`config.mk`:
```
export PLATFORM = sky130hd
export DESIGN_NAME = alu
export DESIGN_NICKNAME = d
export VERILOG_FILES = /design/src/rtl/alu_pkg.sv /design/src/rtl/alu_bit.sv /design/src/rtl/alu.sv
export SDC_FILE = /design/constraint.sdc
export NUM_CORES = 1
export LEC_CHECK = 0
export CAP_MARGIN = 30
export CORE_AREA = 8 8 45 47
export CTS_CLUSTER_SIZE = 25
export DETAILED_ROUTE_END_ITERATION = 8
export DIE_AREA = 0 0 53 55
export HOLD_SLACK_MARGIN = 0.12
export PLACE_DENSITY = 0.52
export SKIP_LAST_GASP = 1
export SLEW_MARGIN = 20
export SYNTH_ARGS = -nofsm -noshare
export SYNTH_HDL_FRONTEND = slang
export SYNTH_SLANG_ARGS = --single-unit
```
`constraint.sdc`:
```
create_clock -name clk -period 2.06 [get_ports clk]
set_input_delay 0.206 -clock clk [delete_from_list [all_inputs] [get_ports clk]]
set_output_delay 0.206 -clock clk [all_outputs]
set_load 0.05 [all_outputs]
```
`src/rtl/alu_pkg.sv`:
```
// Shared op encoding and widths for the registered ALU slice.
package alu_pkg;

    typedef logic [1:0] op_t;

    localparam op_t OP_AND = 2'd0;
    localparam op_t OP_OR  = 2'd1;
    localparam op_t OP_ADD = 2'd2;
    localparam op_t OP_SLT = 2'd3;

    localparam int unsigned OP_W      = 2;
    localparam int unsigned MAX_WIDTH = 64;

endpackage

```
`src/rtl/alu_bit.sv`:
```
// Combinational 1-bit ALU slice: operand inversion, full adder and result mux.
module alu_bit
    import alu_pkg::*;
(
    input  logic a,
    input  logic b,
    input  logic Ain,
    input  logic Bin,
    input  op_t  Op,
    input  logic cin,
    input  logic less,
    output logic result,
    output logic cout,
    output logic sum
);

    logic a_c;
    logic b_c;

    // Condition operands, add, then select the result.
    always_comb begin
        a_c    = Ain ? ~a : a;
        b_c    = Bin ? ~b : b;
        sum    = a_c ^ b_c ^ cin;
        cout   = (a_c & b_c) | (cin & (a_c ^ b_c));
        result = 1'b0;
        unique case (Op)
            OP_AND:  result = a_c & b_c;
            OP_OR:   result = a_c | b_c;
            OP_ADD:  result = sum;
            OP_SLT:  result = less;
            default: result = 1'b0;
        endcase
    end

endmodule

```
`src/rtl/alu.sv`:
```
// Registered ripple-carry ALU built from a chain of alu_bit slices.
module alu
    import alu_pkg::*;
#(
    parameter int unsigned WIDTH = 1
) (
    input  logic             clk,
    input  logic             rst,
    input  logic [WIDTH-1:0] A,
    input  logic [WIDTH-1:0] B,
    input  logic             Ain,
    input  logic             Bin,
    input  op_t              Op,
    input  logic             Cin,
    input  logic             Less,
    output logic             Cout,
    output logic [WIDTH-1:0] O,
    output logic             Set,
    output logic             Ovf
);

    logic [WIDTH:0]   carry;
    logic [WIDTH-1:0] res;
    logic [WIDTH-1:0] sum;
    logic [WIDTH-1:0] less_vec;

    logic [WIDTH-1:0] o_d,    o_q;
    logic             cout_d, cout_q;
    logic             set_d,  set_q;
    logic             ovf_d,  ovf_q;

    // Only the LSB slice passes Less; upper slices pass zero on SLT.
    assign less_vec = WIDTH'(Less);
    assign carry[0] = Cin;

    for (genvar i = 0; i < int'(WIDTH); i++) begin : g_bit
        alu_bit u_bit (
            .a      (A[i]),
            .b      (B[i]),
            .Ain    (Ain),
            .Bin    (Bin),
            .Op     (Op),
            .cin    (carry[i]),
            .less   (less_vec[i]),
            .result (res[i]),
            .cout   (carry[i+1]),
            .sum    (sum[i])
        );
    end

    // Next-state: result plus flags taken from the MSB slice carries.
    always_comb begin
        o_d    = res;
        cout_d = carry[WIDTH];
        set_d  = sum[WIDTH-1];
        ovf_d  = carry[WIDTH-1] ^ carry[WIDTH];
    end

    // Output register with synchronous reset.
    always_ff @(posedge clk) begin
        if (rst) begin
            o_q    <= '0;
            cout_q <= 1'b0;
            set_q  <= 1'b0;
            ovf_q  <= 1'b0;
        end else begin
            o_q    <= o_d;
            cout_q <= cout_d;
            set_q  <= set_d;
            ovf_q  <= ovf_d;
        end
    end

    assign O    = o_q;
    assign Cout = cout_q;
    assign Set  = set_q;
    assign Ovf  = ovf_q;

endmodule

```
* After elaboration in Yosys (flattened, before gate mapping) *
Index checks and enable logic that the tools add are counted.

word-level totals
  bits of input ports = 10
  logic and storage cells = 20
  register bits after elaboration = 4

operators by class
  muxes and demuxes = 3
  eq/ne operators = 3
  bitwise gates (word level) = 9
  reductions and logical operators = 1

operators by type and width
  cell                                                              number
  2-bit == test (second input constant)                             2
  1-bit case mux with 4 select lines                                1
  1-bit bitwise XOR                                                 3
  1-bit bitwise AND                                                 2
  2-bit by 1-bit == test with 1-bit output (second input constant)  1
  2-bit logical NOT                                                 1
  1-bit 2-to-1 mux                                                  2
  1-bit NOT                                                         2
  1-bit OR                                                          2

* Longest topological paths before layout *
  depth after elaboration = 6
  depth in mapped cells = 6

* Cells and area by module *
Synthesis repeated with hierarchy kept, for this count alone.

second synthesis, totals
  cells, all modules = 21
  area total of the unflattened synthesis = 219.0 sq um

by module, submodules not included
  module   area each (sq um)  cells an instance  sequential area each (sq um)  instances
  alu      111.4              9                  80.1                          1
  alu_bit  107.6              12                 0.0                           1

* Worst setup path after synthesis *
OpenSTA, ideal clock, no wires.

  kind = in2reg
  start = in Ain
  end = reg o_q (netlist: O)
  stages on the path = 4
  arrival time = 1465 ps
  path slack = 531 ps
  path buffers = 0
  library setup time = 65 ps
  path through = xnor2_1 > fa_1 > mux4_2 > nor2_1

on the way
  cells in the longest elaborated chain, start to end = 4
  elaborated cells between the ends (all ways) = 6
  classes of those cells = mux (2); bitwise (4)

RTL lines
  element                               line           text
  start: declaration                    alu.sv:11      input logic Ain,
  1-bit 2-to-1 mux *                    alu_bit.sv:22  a_c = Ain ? ~a : a;
  1-bit bitwise XOR (2 in series)       alu_bit.sv:24  sum = a_c ^ b_c ^ cin;
  1-bit case mux with 4 select lines *  alu_bit.sv:27  unique case (Op)
  end signal: assignment                alu.sv:62      o_q <= '0;
  end signal: assignment                alu.sv:67      o_q <= o_d;
  end: declaration                      alu.sv:27      logic [WIDTH-1:0] o_d, o_q;

Mark *: on every way between the ends. The rest lies on a longest branch, timed or not.
A chain may end at the register's enable or synchronous reset.

* Worst setup path after layout *
  start = in B
  end = reg o_q (netlist: O)

on the way
  cells in the longest elaborated chain, start to end = 5
  elaborated cells between the ends (all ways) = 7
  classes of those cells = mux (2); bitwise (5)

RTL lines
  element                               line           text
  start: declaration                    alu.sv:10      input logic [WIDTH-1:0] B,
  1-bit NOT                             alu_bit.sv:23  b_c = Bin ? ~b : b;
  1-bit 2-to-1 mux *                    alu_bit.sv:23
  1-bit bitwise XOR (2 in series)       alu_bit.sv:24
  1-bit case mux with 4 select lines *  alu_bit.sv:27

Marked as above.

==> impl_metrics.tcl <==
set metrics [dict create \
    status "completed" \
    ctsHtreeMaxLevel 1 \
    final-setup-viol-count 0 \
    synthFlopType "dfxtp_1" \
    die_h_um 55 \
    gp_congestion 0.658 \
    leakage_nw 0.174 \
    vdd_drop_max_mv 0.183 \
    syn_avg_cell_area_um2 10.4 \
    hold-path-cell-count 2 \
    clockBufferDepth 2 \
    grt_start_max_net_pins 5 \
    async_flop_share_pct 0 \
    synth_top_cell_by_area "dfxtp_1" \
    finalHoldViolations 0 \
    clk_pin_slew_ns 0.04 \
    endpoint_kind "register" \
    min_period_ns 1.78 \
    synthCells 20 \
    rsz0062_at_grt "false" \
    synth-seq-area-share_pct 38.6 \
    core_area_um2 1380 \
    synth_compound_area_share_pct 0 \
    die-area_um2 2920 \
    grt_pass1_vias 215 \
    critPathRequiredTime_ns 2.23 \
    antenna_found_initial 0 \
    synth_common_cells "inv_1, dfxtp_1, nor2_1" \
    synth-xor-area-share_pct 12.7 \
    syn2layout_area_growth_pct 86.7 \
    io_pins 14 \
    drt_iter0_drc 0 \
    maxSlewHeadroom_pct 66.8 \
    crit_type "input pin to register" \
    hp-class "input pin to register" \
    slew_viol_final 0 \
    muxShareOfSynthArea_pct 10.8 \
    synth_seq_cells 4 \
    cts_made_buffers 3 \
    syn_nets 33 \
    synth_area_um2 208 \
    powerDensity_nw_per_um2 742 \
    fin_nets 52 \
    die_x_um 53 \
    postCtsHoldBufs 0 \
    row_count 14 \
    max_freq_ghz 0.561 \
    via_per_inst 3.57 \
    clock_sinks 4 \
    cts.repair.resized 0 \
    ys_types 8 \
    gr-total-overflow 0 \
    crit_path_top_delay_cell "clkdlybuf4s50_1" \
    final_util_pct 28.0 \
    final.setup.tns_ns 0 \
    synth.top_cell.area_share_pct 38.6 \
    crit_cells 6 \
    period_share_pct 86.6 \
    hp-start "rst" \
    critPathBufInv 2 \
    grt_pass1_wl_um 828 \
    crit_fanout 2 \
    synthTopCellsByArea "dfxtp_1, ha_1, mux4_2" \
    antenna_cells 0 \
    critPathLaunchType "input pin" \
    wl_per_cell_um 8.30 \
    ctsRootBufferMaster "clkbuf_4" \
    cp.arrival_ns 1.95 \
    synth_top_family_by_area "adder cells" \
    crit_path_cell_trace "clkdlybuf4s50_1, xor2_1, inv_1, fa_1, mux4_2, nor2_1" \
    synth-simple-area-share_pct 7.23 \
    cts_tree "built" \
    synth_edf_count 0 \
    start_util_pct 15.0 \
    drc 0 \
    drt_first_pass_iters 1 \
    wirelength_um 440 \
    max_stage_delay_ns 0.47 \
    num_vias 189 \
    critPathTopFamily "buffers and inverters" \
    drv_cap 0 \
    holdPathEnd "Set" \
    layout-drive-gt1-share_pct 13.5 \
    final_antenna_net_count 0 \
    grt_usage_pct 4.60 \
    cts_setup_buffers 0 \
    port_buffers 13 \
    synth-adder-area-share_pct 21.7 \
    yosys_warnings 0 \
    yosysMostFrequentCell "inv_1" \
    tightest_slew_ns 0.496 \
]
[registers in the layout (all words and copies together) (netlist names)]
register and flops:
O 1, Cout 1, Set 1, Ovf 1
[logic make-up (layout without fill, tap and decap cells)]
group / Yosys count / after routing
buf+inv: 5 / 22
xor+xnor: 3 / 3
mux: 1 / 1
flops: 4 / 4
fa+ha+maj: 3 / 3
simple gates: 4 / 4
[metal layers]
layer	track usage, %	vias to the layer above	wire length, µm
li1	-	94	-
met1	3.67	79	167
met2	4.69	14	159
met3	4.01	2	86
met4	9.05	0	27
met5	0	-	0
[cells in the final DEF (no fill, tap or decap)]
master	count
nor2_1	4
mux4_2	1
dfxtp_1	4
clkdlybuf4s50_1	13
xnor2_1	1
fa_1	1
clkbuf_4	3
inv_1	5
ha_1	2
buf_4	1
xor2_1	2
[worst max path at each step]
stage | from | end | slack, ns
global placement | B | O | 0.04
global route | Bin | O | 0.18
CTS | B | O | 0.26
finish | B | O | 0.28
detailed placement | B | O | 0.02
floorplan | Ain | O | 0.53
[metrics by stage]
step | setup WS (ns) | hold slack, ns | std cells | total power [mW] | cell area (µm²)
after detailed placement | 0.0191 | 0.805 | 50 | 0.198 | 365
final | 0.276 | 0.570 | 53 | 0.288 | 388
after global routing | 0.178 | 0.596 | 53 | 0.316 | 388
after CTS | 0.261 | 0.565 | 53 | 0.296 | 388
after floorplan | 0.531 | 0.273 | 20 | 0.153 | 208
after global placement | 0.0378 | 0.815 | 50 | 0.197 | 365
[final cells by class]
type | count | area, µm²
inverters | 5 | 18.8
repair buffers | 14 | 138
fillers | 159 | 996
flip-flops and latches | 4 | 80.1
multi-input cells | 11 | 109
clock buffers | 3 | 22.5
well taps | 16 | 20.0
[report_power, final]
group | internal, mW | total, mW | switching [mW]
combinational | 0.0487 | 0.106 | 0.0568
sequential | 0.0876 | 0.0897 | 0.00204
clock | 0.0649 | 0.0926 | 0.0278
(Power assumes the default switching activity.)
